## config.mk

```make
export PLATFORM = sky130hd
export DESIGN_NAME = mul_div_unit_flat
export DESIGN_NICKNAME = d
export VERILOG_FILES = /design/src/rtl/mul_div_unit_if.sv /design/src/rtl/mul_div_unit.sv /design/src/flat_wrapper.sv
export SDC_FILE = /design/constraint.sdc
export NUM_CORES = 1
export LEC_CHECK = 0
export CORE_MARGIN = 4
export CORE_UTILIZATION = 27
export CTS_CLUSTER_DIAMETER = 120
export DETAILED_ROUTE_END_ITERATION = 8
export SETUP_SLACK_MARGIN = 0.4
export SYNTH_ARGS = -nofsm -noshare
export SYNTH_HDL_FRONTEND = slang
export SYNTH_SLANG_ARGS = --single-unit
```

## constraint.sdc

```tcl
create_clock -name clk -period 4.5 [get_ports clk]
set_input_delay 1.35 -clock clk [delete_from_list [all_inputs] [get_ports clk]]
set_output_delay 1.35 -clock clk [all_outputs]
set_load 0.05 [all_outputs]
```

## src/rtl/mul_div_unit_if.sv

```systemverilog
// Issue / write-back bundle between the control FSM, register file and mul_div_unit.
interface mul_div_unit_if #(parameter int XLEN = 32);
    logic            start;
    logic [2:0]      funct3;
    logic [4:0]      rd_in;
    logic [XLEN-1:0] operand_a;
    logic [XLEN-1:0] operand_b;
    logic            busy;
    logic            done;
    logic [XLEN-1:0] result;
    logic [4:0]      rd_out;
    logic            reg_write;

    modport master (output start, funct3, rd_in, operand_a, operand_b,
                    input  busy, done, result, rd_out, reg_write);
    modport slave  (input  start, funct3, rd_in, operand_a, operand_b,
                    output busy, done, result, rd_out, reg_write);
endinterface

```

## src/rtl/mul_div_unit.sv

```systemverilog
// Iterative RV32M multiply/divide unit: shift-add multiply, restoring divide on magnitudes.
// state | meaning
// IDLE  | waiting for start, operands latched on acceptance
// CALC  | count 0 loads magnitudes, counts 1..XLEN run one step each
// FIX   | sign correction, special-case selection, result/rd latched
// DONE  | one-cycle done / write-back pulse
module mul_div_unit #(parameter int XLEN = 32) (
    input  logic          clk,
    input  logic          reset,
    mul_div_unit_if.slave bus
);
    localparam int CW = $clog2(XLEN + 1);

    typedef enum logic [1:0] {IDLE, CALC, FIX, DONE} state_t;

    state_t            state, state_nxt;
    logic [CW-1:0]     count;
    logic [2:0]        op_q;
    logic [4:0]        rd_q;
    logic [XLEN-1:0]   a_q, b_q;
    logic [2*XLEN-1:0] acc;      // mul: {partial high, multiplier}; div: {remainder, quotient}
    logic [XLEN-1:0]   mdr;      // multiplicand or divisor magnitude
    logic [XLEN-1:0]   result_q;
    logic [4:0]        rd_out_q;
    logic              busy, done;

    logic              is_div, a_signed, b_signed, a_neg, b_neg;
    logic [XLEN-1:0]   mag_a, mag_b;

    assign is_div   = op_q[2];
    assign a_signed = (op_q != 3'b011) && (op_q != 3'b101) && (op_q != 3'b111);
    assign b_signed = a_signed && (op_q != 3'b010);
    assign a_neg    = a_signed && a_q[XLEN-1];
    assign b_neg    = b_signed && b_q[XLEN-1];
    assign mag_a    = a_neg ? -a_q : a_q;
    assign mag_b    = b_neg ? -b_q : b_q;

    logic [XLEN:0] mul_sum, div_shift, div_diff;
    logic          div_ge;

    assign mul_sum   = {1'b0, acc[2*XLEN-1:XLEN]} + (acc[0] ? {1'b0, mdr} : '0);
    assign div_shift = acc[2*XLEN-1:XLEN-1];
    assign div_diff  = div_shift - {1'b0, mdr};
    assign div_ge    = !div_diff[XLEN];

    logic [2*XLEN-1:0] prod_s;
    logic [XLEN-1:0]   quo_s, rem_s, fix_res;

    assign prod_s = (a_neg ^ b_neg) ? -acc : acc;
    assign quo_s  = (a_neg ^ b_neg) ? -acc[XLEN-1:0] : acc[XLEN-1:0];
    assign rem_s  = a_neg ? -acc[2*XLEN-1:XLEN] : acc[2*XLEN-1:XLEN];

    // Signed overflow (min / -1) falls out of the magnitude path without a special case.
    always_comb begin
        fix_res = '0;
        case (op_q)
            3'b000:                 fix_res = prod_s[XLEN-1:0];
            3'b001, 3'b010, 3'b011: fix_res = prod_s[2*XLEN-1:XLEN];
            3'b100, 3'b101:         fix_res = (b_q == '0) ? '1 : quo_s;
            default:                fix_res = (b_q == '0) ? a_q : rem_s;
        endcase
    end

    always_ff @(posedge clk) begin
        if (reset) state <= IDLE;
        else       state <= state_nxt;
    end

    always_comb begin
        state_nxt = state;
        busy      = 1'b1;
        done      = 1'b0;
        case (state)
            IDLE: begin
                busy = 1'b0;
                if (bus.start) state_nxt = CALC;
            end
            CALC: if (count == CW'(XLEN)) state_nxt = FIX;
            FIX:  state_nxt = DONE;
            DONE: begin
                done      = 1'b1;
                state_nxt = IDLE;
            end
            default: state_nxt = IDLE;
        endcase
    end

    always_ff @(posedge clk) begin
        if (reset) begin
            count    <= '0;
            op_q     <= '0;
            rd_q     <= '0;
            a_q      <= '0;
            b_q      <= '0;
            acc      <= '0;
            mdr      <= '0;
            result_q <= '0;
            rd_out_q <= '0;
        end else begin
            case (state)
                IDLE: if (bus.start) begin
                    op_q  <= bus.funct3;
                    rd_q  <= bus.rd_in;
                    a_q   <= bus.operand_a;
                    b_q   <= bus.operand_b;
                    count <= '0;
                end
                CALC: begin
                    count <= count + CW'(1);
                    if (count == '0) begin
                        acc <= {{XLEN{1'b0}}, (is_div ? mag_a : mag_b)};
                        mdr <= is_div ? mag_b : mag_a;
                    end else if (is_div) begin
                        acc <= {(div_ge ? div_diff[XLEN-1:0] : div_shift[XLEN-1:0]),
                                acc[XLEN-2:0], div_ge};
                    end else begin
                        acc <= {mul_sum, acc[XLEN-1:1]};
                    end
                end
                FIX: begin
                    result_q <= fix_res;
                    rd_out_q <= rd_q;
                end
                default: ;
            endcase
        end
    end

    assign bus.busy      = busy;
    assign bus.done      = done;
    assign bus.result    = result_q;
    assign bus.rd_out    = rd_out_q;
    assign bus.reg_write = done && (rd_out_q != 5'd0);
endmodule

```

## src/flat_wrapper.sv

```systemverilog
// flat-port wrapper written by rule: the top's interface ports become plain ports
module mul_div_unit_flat 
#(parameter int XLEN = 32)
  (clk, reset, bus_start, bus_funct3, bus_rd_in, bus_operand_a, bus_operand_b, bus_busy, bus_done, bus_result, bus_rd_out, bus_reg_write);
  mul_div_unit_if #(.XLEN(XLEN)) bus_i ();
  input  logic clk;
  input  logic reset;
  input wire logic [$bits(bus_i.start)-1:0] bus_start;
  input wire logic [$bits(bus_i.funct3)-1:0] bus_funct3;
  input wire logic [$bits(bus_i.rd_in)-1:0] bus_rd_in;
  input wire logic [$bits(bus_i.operand_a)-1:0] bus_operand_a;
  input wire logic [$bits(bus_i.operand_b)-1:0] bus_operand_b;
  output wire logic [$bits(bus_i.busy)-1:0] bus_busy;
  output wire logic [$bits(bus_i.done)-1:0] bus_done;
  output wire logic [$bits(bus_i.result)-1:0] bus_result;
  output wire logic [$bits(bus_i.rd_out)-1:0] bus_rd_out;
  output wire logic [$bits(bus_i.reg_write)-1:0] bus_reg_write;
  assign bus_i.start = bus_start;
  assign bus_i.funct3 = bus_funct3;
  assign bus_i.rd_in = bus_rd_in;
  assign bus_i.operand_a = bus_operand_a;
  assign bus_i.operand_b = bus_operand_b;
  assign bus_busy = bus_i.busy;
  assign bus_done = bus_i.done;
  assign bus_result = bus_i.result;
  assign bus_rd_out = bus_i.rd_out;
  assign bus_reg_write = bus_i.reg_write;
  mul_div_unit #(.XLEN(XLEN)) u_core (.clk(clk), .reset(reset), .bus(bus_i));
endmodule
```

## Word level (Yosys, flattened, before mapping)

Cells that the tools add are included.

- Register bits: 213
- Input bits: 75
- Output and inout port bits: 40
- Word-level logic and storage cells: 74

- $add $sub $neg: 8
- Equality and inequality tests: 15
- Mux-type cells: 21
- Bitwise logic cells: 1
- Reduce and logical (&&, ||, !) cells: 19

Operators with widths:

| cell | number |
|---|---|
| two-way mux 32 bit | 10 |
| two-way mux 64 bit | 3 |
| negator 32 bit | 4 |
| one-hot mux 32 bit (3 select lines) | 1 |
| negator 64 bit | 1 |
| adder 32 x 33 -> 33 bit | 1 |
| subtractor 33 x 32 -> 33 bit | 1 |
| zero test 32 bit | 1 |
| one-hot mux 6 bit (2 select lines) | 1 |
| one-hot mux 2 bit (4 select lines) | 1 |
| AND reduction 2 bit | 4 |
| adder 6 x 1 -> 6 bit, second input constant | 1 |
| == test 3 x 2 -> 1 bit, second input constant | 2 |
| == test 3 bit, second input constant | 2 |
| == test 6 bit, second input constant | 1 |
| logical AND 1 bit | 6 |
| zero test 6 bit | 1 |
| two-way mux 6 bit | 1 |
| != test 3 x 2 -> 1 bit, second input constant | 2 |
| != test 3 bit, second input constant | 2 |
| nonzero test 5 bit | 1 |
| == test 2 bit, second input constant | 2 |
| two-way mux 2 bit | 2 |
| == test 3 x 1 -> 1 bit, second input constant | 1 |
| 11 further kinds | 12 |

## Depth between registers and ports, before layout

Gate-level depths: netlist of the first run.

- Depth after elaboration: 9
- Mapped depth: 14

## Worst setup path after synthesis of the first run

No wires, ideal clock.

- Path type: register to register
- Start point: reg u_core.acc[32]
- End point: reg u_core.acc[33]
- Data arrival time: 3.196 ns
- Required time: 4.378 ns
- Slack: 1.183 ns
- Stages on the path, launching flop included: 14
- Buffers on the path: 3
- Period minus slack after synthesis: 3.317 ns
- Cells stage by stage: dfxtp_1 clkbuf_1 inv_1 fa_1 nand2b_1 a21oi_1 o211a_1 o2111a_1 nor3_1 nor3_1 clkbuf_1 clkbuf_1 a211oi_1 a221o_1

- Longest elaborated chain between the ends: 4
- Elaborated cells between the ends (all ways): 5

Ends and longest elaborated chain:

| element | line | text |
|---|---|---|
| from (decl) | mul_div_unit.sv:21 | `logic [2*XLEN-1:0] acc;` |
| from (signal assigned) | mul_div_unit.sv:111 | `acc <= {{XLEN{1'b0}}, (is_div ? mag_a : mag_b)};` |
| from (signal assigned) | mul_div_unit.sv:114 | `acc <= {(div_ge ? div_diff[XLEN-1:0] : div_shift[XLEN-1:0]),` |
| from (signal assigned) | mul_div_unit.sv:117 | `acc <= {mul_sum, acc[XLEN-1:1]};` |
| subtractor 33 x 32 -> 33 bit | mul_div_unit.sv:43 | `assign div_diff = div_shift - {1'b0, mdr};` |
| two-way mux 32 bit | mul_div_unit.sv:114 |  |
| two-way mux 64 bit * | mul_div_unit.sv:113 | `end else if (is_div) begin` |
| two-way mux 64 bit * | mul_div_unit.sv:110 | `if (count == '0) begin` |

Every way passes the cells marked *; elsewhere a longest branch is shown, timed or not.
A chain may end at the register's enable or synchronous reset.

## Final worst setup path of the first run

- Start point: reg u_core.acc[32]
- End point: reg u_core.acc[59]

Same word-level chain as after synthesis.

==> results of run 1 <==
==> power breakdown <==
| part | leakage, nW | total (mW) | internal [mW] | switching, mW |
|---|---|---|---|---|
| Combinational | 5.16 | 7.20 | 2.60 | 4.60 |
| Clock | 0.396 | 2.03 | 1.18 | 0.851 |
| Sequential | 1.74 | 2.94 | 2.29 | 0.648 |
==> worst paths after layout <==
path,from,endpoint,slack [ns],depth (start not counted)
worst max-delay path,u_core.acc[32],u_core.acc[59],0.73,12
worst min register to register,u_core.bus.result[18],u_core.bus.result[18],0.44,2
worst min-delay path,u_core.bus.result[18],u_core.bus.result[18],0.44,2
worst max register to register,u_core.acc[32],u_core.acc[59],0.73,12
==> metal layers <==
metal / global-route usage [%] / wire, µm
met5: 0 / 0
met3: 2.38 / 4680
met2: 29.5 / 28500
met4: 7.33 / 2860
met1: 25.7 / 28400
==> layout make-up <==
type	count	share of cell area, %
flip-flops and latches	213	22.3
clock buffers	33	3.58
well taps	782	5.11
repair buffers	153	7.62
inverters	69	1.35
clock inverters	11	0.601
multi-input cells	1824	59.5
==> layout by cell type, fill, tap and decap left out, types with 27 or more instances in the layout <==
| master | n |
|---|---|
| nand2_1 | 310 |
| clkdlybuf4s50_1 | 113 |
| buf_4 | 37 |
| ha_1 | 73 |
| o21ai_0 | 134 |
| inv_1 | 68 |
| nor2_1 | 244 |
| a211oi_1 | 56 |
| xnor2_1 | 111 |
| a21oi_1 | 249 |
| a31oi_1 | 27 |
| xor2_1 | 93 |
| a21o_1 | 30 |
| nand3_1 | 29 |
| dfxtp_1 | 212 |
| nor3_1 | 58 |
| mux2i_1 | 55 |
==> logic make-up (layout without fill, tap and decap cells) <==
| kind of cell | Yosys count | after routing |
|---|---|---|
| AO/OA/AOI/OAI | 694 | 694 |
| AND/OR/NAND/NOR | 788 | 788 |
| XOR/XNOR | 204 | 204 |
| buffers and inverters | 241 | 266 |
| multiplexers | 62 | 62 |
| flip-flops | 213 | 213 |
| adder cells (fa/ha/maj) | 76 | 76 |
==> sequential cells by signal (all words and copies together) (netlist names), 5 cells and up <==
register           count
u_core.bus.rd_out      5
u_core.acc            64
u_core.bus.result     32
u_core.rd_q            5
u_core.count           6
u_core.mdr            32
u_core.a_q            32
u_core.b_q            32
==> per-stage QoR <==
step           utilization, %  area [µm²]
2_1_floorplan               -       16600
3_3_place_gp             30.3       18400
3_5_place_dp             30.3       18400
4_1_cts                  31.6       19200
5_1_grt                  31.6       19200
6_report                 31.6       19200
==> critical path: stages (launching register included) <==
cell and delay [ns]:
dfxtp_1 0.57, ha_1 0.28, inv_1 0.07, fa_1 0.40, nor2b_1 0.18, o31ai_1 0.11, a21oi_1 0.26, a41oi_1 0.23
o21bai_1 0.55, a31oi_1 0.22, o21ai_0 0.30, xor2_1 0.14, a221o_1 0.36
==> flow_summary_export.csv, run 1 <==
group,metric,value,unit
outcome,outcome,"complete, no violations",
cts,clk_latency,0.56,ns
route,vias_per_cell,5.52,
cts,post-cts-setup-buffers,0,
place,port_buffers,114,
global_route,antenna_found_initial,0,
sta,setup_tns,0,ns
finish,multi_input_area,11400,µm²
cts,clk_pin_slew,0.06,ns
route,vias,17000,
critical_path,arrival,4.21,ns
global_route,grt_max_degree,87,
critical_path,cp-start-kind,"register",
sta,fin_ws,0.730,ns
global_route,grt_pass1_vias,15600,
place,dpl.cell_count,3041,
global_route,grtUsageTotal,18.6,%
critical_path,critPathRequiredTime,4.94,ns
die,die_w,256,µm
logic_synthesis,synth_cell_types,85,
route,wl_per_cell,20.9,µm
sta,rsz0062_at_grt,"false",
route,drt_iter0_markers,1866,
sta,setup_viol,0,
finish,fill_cells,6589,
cts,cts_tree,"built",
sta,finalCritPeriodShare,83.8,%
cts,clk_path_buf_depth,3,
finish,seq_area,4270,µm²
place,dp_slack,0.841,ns
sta,drv_slew,0,
place,hpwlAfterDp,49.5,mm
logic_synthesis,async_flop_share,0,%
logic_synthesis,syn_avg_cell_area,7.29,µm²
die,coreArea,60600,µm²
global_route,overflow,0,
logic_synthesis,yosys_most_used_dff,"dfxtp_1",
critical_path,cp_max_fo,9,
finish,syn_to_final_growth,15.4,%
route,wl,64.5,mm
sta,period_needed,3.77,ns
logic_synthesis,synthMuxAreaShare,4.06,%
global_route,grt_pass1_wl,97.2,mm
finish,num-nets-final,2437,
logic_synthesis,ys_ff_latch,213,
pwr,p_total,12.2,mW
logic_synthesis,synth-compound-area-share,26.5,%
logic_synthesis,synth-simple-area-share,21.3,%
logic_synthesis,synthesis.area,16600,µm²
finish,fin_cells,3085,
logic_synthesis,synth_top_area_cell,"dfxtp_1",
hold_path,hold_class,"reg -> reg",
logic_synthesis,synthTopCellsByArea,"dfxtp_1 (26%), a21oi_1 (7.5%), nand2_1 (7.0%), xnor2_1 (5.9%), nor2_1 (5.6%)",
cts,cts_num_sinks,213,
logic_synthesis,yosysSeqAreaShare,25.7,%
sta,skew,0.0222,ns
cts,hold_buffers,0,
sta,slew_headroom,25.1,%
die,io_pins,115,
logic_synthesis,synth_top_family_by_area,"compound AO/OA/AOI/OAI gates",
die,dieArea,65500,µm²
sta,worst_pin_slew,1.12,ns
logic_synthesis,yosysMostFrequentCell,"nand2_1",
logic_synthesis,synth_cells,2278,
critical_path,end_kind,"register",
sta,hold_ws,0.441,ns
logic_synthesis,synth-edff-count,0,
die,rows,90,
logic_synthesis,synth_common_cells,"nand2_1 (311), a21oi_1 (249), nor2_1 (247), dfxtp_1 (213), clkbuf_1 (140)",
pwr,p_leak,7.29,nW
die,initial_core_util,27.4,%
finish,num_antenna_cells,0,
logic_synthesis,synth_fp_nets,2429,
cts,cts_buffers,25,
cts,htree_levels,1,
cts,cts_root_buf,"clkbuf_16",
sta,fmaxAchievable,0.265,GHz
route,route.detailed.drc,0,
route,dr.pass1.iters,5,
logic_synthesis,synth_xor_area_share,10.8,%
pwr,peakVddDrop,0.495,mV
logic_synthesis,yosysTopAreaCellShare,25.7,%
run,cap_violations,0,
cts,cts.repair.resized,0,
route,postRouteAntennaNets,0,
critical_path,crit_type,"reg -> reg",
place,place.gp.congestion,0.982,
pwr,power_density,636,nW/µm²
sta,hold_viol_final,0,
logic_synthesis,ys.warnings.count,0,
finish,layout-drive-gt1-share,5.04,%
logic_synthesis,synthAdderAreaFrac,5.82,%
die,die_y,256,µm
Note: power is estimated with default switching activity, not from simulation.
==> inputs of run 2 (changes only) <==
==> constraint.sdc (replaced) <==
create_clock -name clk -period 3.5 [get_ports clk]
set_input_delay 1.05 -clock clk [delete_from_list [all_inputs] [get_ports clk]]
set_output_delay 1.05 -clock clk [all_outputs]
set_load 0.05 [all_outputs]
==> flow_summary_export.csv, run 2 (synthesis gave the netlist of run 1 again) <==
group,metric,value,unit
global_route,use_met1,25.7,%
critical_path,r2r_start,"u_core.acc[0]",
hold_path,hold_class,"reg -> reg",
route,postRouteAntennaNets,0,
die,initial_core_util,27.4,%
cts,clk_latency,0.57,ns
critical_path,arrival,3.55,ns
cts,htree_levels,1,
pwr,p_leak,7.90,nW
route,wl_per_cell,20.8,µm
die,die_w,256,µm
sta,slew_headroom,34.6,%
place,port_buffers,114,
global_route,busiest_layer,"met2",
finish,num-nets-final,2525,
global_route,grtUsageTotal,19.0,%
global_route,gr-usage-met3,3.07,%
place,dpl.cell_count,3115,
critical_path,worstReg2RegEnd,"u_core.acc[62]",
critical_path,r2r_slack,0.41,ns
critical_path,cp_max_fo,4,
critical_path,end_kind,"register",
finish,largest-register,"u_core.acc",
finish,num_antenna_cells,0,
cts,cts_buffers,26,
critical_path,r2r_cells,12,
route,vias_per_cell,5.52,
hold_path,hold_depth,2,
sta,skew,0.00992,ns
sta,fmaxAchievable,0.323,GHz
finish,largest_reg_flops,64,
place,hpwlAfterDp,50.5,mm
sta,period_needed,3.09,ns
route,vias,17500,
sta,worst_pin_slew,0.980,ns
cts,clk_path_buf_depth,3,
cts,cts_num_sinks,213,
sta,drv_slew,0,
cts,cts_tree,"built",
critical_path,crit_type,"reg -> reg",
global_route,use_met2,29.8,%
critical_path,critPathCapture,"u_core.acc[62]",
pwr,peakVddDrop,0.637,mV
finish,layout_common_cells,"nand2_1 (308), a21oi_1 (242), nor2_1 (239)",
route,dr.pass1.iters,6,
sta,rsz0062_at_grt,"true",
place,place.gp.congestion,0.964,
die,rows,90,
finish,syn_to_final_growth,23.3,%
global_route,grt_pass1_vias,16400,
finish,layout-drive-gt1-share,12.4,%
pwr,power_density,835,nW/µm²
die,io_pins,115,
critical_path,worstSetupStartpoint,"u_core.acc[0]",
route,route.detailed.drc,0,
die,die_y,256,µm
global_route,grt_pass1_wl,99.4,mm
sta,setup_viol,0,
global_route,antenna_found_initial,2,
sta,hold_viol_final,0,
route,wl,66.1,mm
global_route,grt_max_degree,92,
pwr,p_total,17.1,mW
outcome,outcome,"complete, no violations",
critical_path,critPathRequiredTime,3.96,ns
run,cap_violations,0,
sta,finalCritPeriodShare,88.3,%
route,drt_iter0_markers,1718,
sta,setup_tns,0,ns
global_route,overflow,0,
cts,clk_pin_slew,0.06,ns
finish,layout_commonest_cell,"nand2_1",
die,coreArea,60600,µm²
cts,cts_root_buf,"clkbuf_16",
critical_path,cp-start-kind,"register",
die,dieArea,65500,µm²
finish,fin_cells,3176,
-- run 2: per-layer routing --
layer,vias to the layer above,share of wire [%]
met2,808,44
met4,2,5.2
met3,172,7.6
met1,8226,43
li1,8331,-
met5,-,0.020
-- run 2: worst max-delay path, stage by stage (launching register included) --
cell and delay, ns:
dfxtp_2 0.34, nand2_1 0.11, inv_1 0.05, ha_1 0.28
a211oi_1 0.25, o21ai_1 0.18, o2111ai_2 0.26, a21oi_1 0.15
a221o_1 0.44, a2111oi_2 0.33, nor3_1 0.12, xor2_1 0.15
a221o_1 0.33
-- run 2: metrics by stage --
stage               util (%)  worst slack, ns  hold WS [ns]  instance area, µm²
finish                  33.8            0.408         0.436               20500
floorplan                  -            0.413         0.432               16600
CTS                     33.2            0.288         0.443               20100
global route            33.8            0.271         0.455               20500
detailed placement      31.3            0.180         0.434               18900
global placement        31.3            0.200         0.428               18900
-- run 2: worst min path at each step --
| stage | startpoint | to | slack, ns |
|---|---|---|---|
| after floorplan | u_core.mdr[15] | u_core.mdr[15] | 0.43 |
| after global placement | u_core.bus.result[18] | u_core.bus.result[18] | 0.43 |
| after detailed placement | u_core.bus.result[18] | u_core.bus.result[18] | 0.43 |
| after CTS | u_core.bus.result[18] | u_core.bus.result[18] | 0.44 |
| after global routing | u_core.bus.result[18] | u_core.bus.result[18] | 0.45 |
| final | u_core.bus.result[18] | u_core.bus.result[18] | 0.44 |
-- run 2: repair_timing --
item | CTS | global route
hold buffers | 0 | 0
setup buffers | 4 | 7
pin swaps | 5 | 18
gates cloned | 2 | 0
endpoints found under the setup margin | 31 | 54
gates resized for setup | 40 | 80
-- run 2: layout make-up --
cell class              count  area [µm²]
flip-flops and latches    213        4280
inverters                  69         259
well taps                 782         978
clock inverters            13         179
multi-input cells        1824       11800
repair buffers            240        2210
clock buffers              35         724
fillers                  6519       40100
-- run 2: where the power goes --
group          switching [mW]  leakage (nW)  total, mW  internal, mW
Combinational            6.31          5.73       10.5          4.23
Clock                    1.17         0.429       2.85          1.69
Sequential              0.758          1.74       3.71          2.95
Total                    8.23          7.90       17.1          8.86
==> inputs of run 3 (changes only) <==
--- a/config.mk
+++ b/config.mk
@@ -5,11 +5,13 @@
 export SDC_FILE = /design/constraint.sdc
 export NUM_CORES = 1
 export LEC_CHECK = 0
-export CORE_MARGIN = 4
+export CORE_MARGIN = 2
 export CORE_UTILIZATION = 27
 export CTS_CLUSTER_DIAMETER = 120
 export DETAILED_ROUTE_END_ITERATION = 8
+export GPL_TIMING_DRIVEN = 1
 export SETUP_SLACK_MARGIN = 0.4
+export SLEW_MARGIN = 40
 export SYNTH_ARGS = -nofsm -noshare
 export SYNTH_HDL_FRONTEND = slang
 export SYNTH_SLANG_ARGS = --single-unit
==> flow_summary_export.csv, run 3 (synthesis gave the netlist of run 1 again) <==
group,metric,value,unit
hold_path,hold_depth,2,
critical_path,slowest_stage,"or4_4",
critical_path,crit_chain,"or4_4 > or4b_1 > or3_1 > o31ai_1 > xnor2_1 > a221oi_2 > nor3_1",
finish,layout_commonest_cell,"nand2_1",
route,drt_iter0_markers,1765,
route,vias,17500,
cts,cts_root_buf,"clkbuf_16",
sta,hold_viol_final,0,
cts,cts_tree,"built",
global_route,overflow,0,
finish,syn_to_final_growth,23.9,%
die,coreArea,60600,µm²
route,vias_per_cell,5.49,
critical_path,r2r_slack,0.45,ns
pwr,power_frac_seq,21.4,%
pwr,power_density,841,nW/µm²
finish,fill_cells,6457,
critical_path,r2r_cells,7,
sta,finalCritPeriodShare,87.0,%
critical_path,cp_max_fo,6,
die,initial_core_util,27.4,%
outcome,outcome,"complete, no violations",
finish,final_area,20600,µm²
critical_path,crit_type,"reg -> reg",
route,dr.pass1.iters,5,
finish,fin_util,34.0,%
cts,clk_path_buf_depth,3,
sta,period_needed,3.05,ns
pwr,clock_power_share,17.3,%
global_route,grt_max_degree,156,
finish,num-nets-final,2531,
die,die_y,252,µm
critical_path,worstReg2RegEnd,"u_core.bus.result[31]",
place,place.gp.congestion,0.996,
pwr,p_comb_share,61.3,%
critical_path,end_kind,"register",
pwr,sw_frac_of_total,48.8,%
finish,largest_reg_flops,64,
critical_path,critPathBufInv,0,
route,wl,65.5,mm
global_route,grt_pass1_wl,97.4,mm
place,port_buffers,114,
sta,skew,0.0220,ns
pwr,internal_power,8.85,mW
critical_path,critPathMaxStageDelay,0.59,ns
route,wl_per_cell,20.6,µm
global_route,grt_pass1_vias,16000,
global_route,antenna_found_initial,4,
critical_path,arrival,3.50,ns
cts,clk_pin_slew,0.07,ns
route,route.detailed.drc,0,
sta,slew_headroom,43.0,%
pwr,p_switching,8.44,mW
critical_path,critPathRequiredTime,3.95,ns
critical_path,r2r_start,"u_core.acc[53]",
cts,clk_latency,0.60,ns
sta,setup_viol,0,
cts,cts_buffers,27,
sta,drv_slew,0,
hold_path,hold_class,"reg -> reg",
sta,rsz0062_at_grt,"true",
cts,cts_num_sinks,213,
hold_path,holdCritStartpoint,"u_core.bus.result[18]",
finish,multi_input_area,11900,µm²
sta,worst_pin_slew,0.855,ns
finish,seq_area,4280,µm²
cts,htree_levels,1,
global_route,grtUsageTotal,19.6,%
finish,largest-register,"u_core.acc",
sta,fmaxAchievable,0.328,GHz
place,post_dp_cell_area,18900,µm²
hold_path,hold_end,"u_core.bus.result[18]",
die,io_pins,115,
finish,layout_common_cells,"nand2_1 (309), a21oi_1 (239), nor2_1 (238)",
route,postRouteAntennaNets,0,
place,hpwlAfterDp,49.7,mm
die,die_w,252,µm
critical_path,cp_top_family,"simple AND/OR/NAND/NOR gates",
die,dieArea,63500,µm²
finish,num_antenna_cells,0,
finish,layout-drive-gt1-share,12.9,%
pwr,peakVddDrop,0.771,mV
critical_path,cp-start-kind,"register",
pwr,p_leak,7.96,nW
run,cap_violations,0,
die,rows,90,
sta,setup_tns,0,ns
==> run 3: changes by cell type in the layout (fill, tap and decap cells not counted), moves of 4 or more <==
cell	before	now
ha_1	56	61
clkbuf_1	5	1
nor2_4	1	5
nor3_2	2	6
==> run 3: how the worst max path moves through the flow <==
stage                     depth (start not counted)  slack (ns)                     to            from
after floorplan                                  13        0.41         u_core.acc[49]  u_core.acc[32]
after global placement                            9        0.18  u_core.bus.result[28]   u_core.acc[9]
after detailed placement                          9        0.21  u_core.bus.result[28]   u_core.acc[8]
after CTS                                        13        0.35         u_core.acc[62]   u_core.mdr[5]
after global routing                             14        0.33         u_core.acc[59]  u_core.mdr[20]
final                                             7        0.45  u_core.bus.result[31]  u_core.acc[53]
==> run 3: power by group through the flow <==
stage / Sequential, mW / Clock, mW / Combinational [mW]
floorplan: 3.70 / 0 / 6.29
global placement: 3.69 / 0 / 9.58
detailed placement: 3.70 / 0 / 9.54
CTS: 3.65 / 3.03 / 9.73
global route: 3.77 / 3.14 / 11.3
finish: 3.70 / 2.98 / 10.6
==> run 3: worst register-to-register path: stages, from the launching register on <==
cell and delay [ns]:
dfxtp_1 0.41, or4_4 0.59, or4b_1 0.60, or3_1 0.43, o31ai_1 0.35, xnor2_1 0.15
a221oi_2 0.30, nor3_1 0.08
==> run 3: metal layers <==
metal  part of all wire [%]  vias up  global-route usage [%]
met5                  0.081        -                       0
met4                    6.1        8                    9.91
met3                    7.6      165                    3.14
met2                     43      730                    29.9
met1                     44     8238                    26.8
li1                       -     8321                       -
==> run 3: per-stage QoR <==
stage / hold WS, ns / std cells / worst slack, ns / power, mW
3_3_place_gp: 0.429 / 3112 / 0.180 / 13.3
2_1_floorplan: 0.432 / 2278 / 0.413 / 9.99
4_1_cts: 0.440 / 3167 / 0.355 / 16.4
3_5_place_dp: 0.432 / 3112 / 0.209 / 13.2
6_report: 0.435 / 3181 / 0.454 / 17.3
5_1_grt: 0.449 / 3181 / 0.333 / 18.2
==> run 3: area by class of cell <==
cell class	count	area share [%]
clock buffers	32	3.57
clock inverters	16	0.979
inverters	69	1.30
multi-input cells	1824	57.7
flip-flops and latches	213	20.8
well taps	782	4.76
repair buffers	245	10.9
==> run 3: repair_timing <==
action	in CTS	in global routing
endpoints found under the setup margin	30	61
pin swaps	9	34
gates cloned	0	1
resized for setup	25	114
setup buffers	7	13
hold buffers	0	0
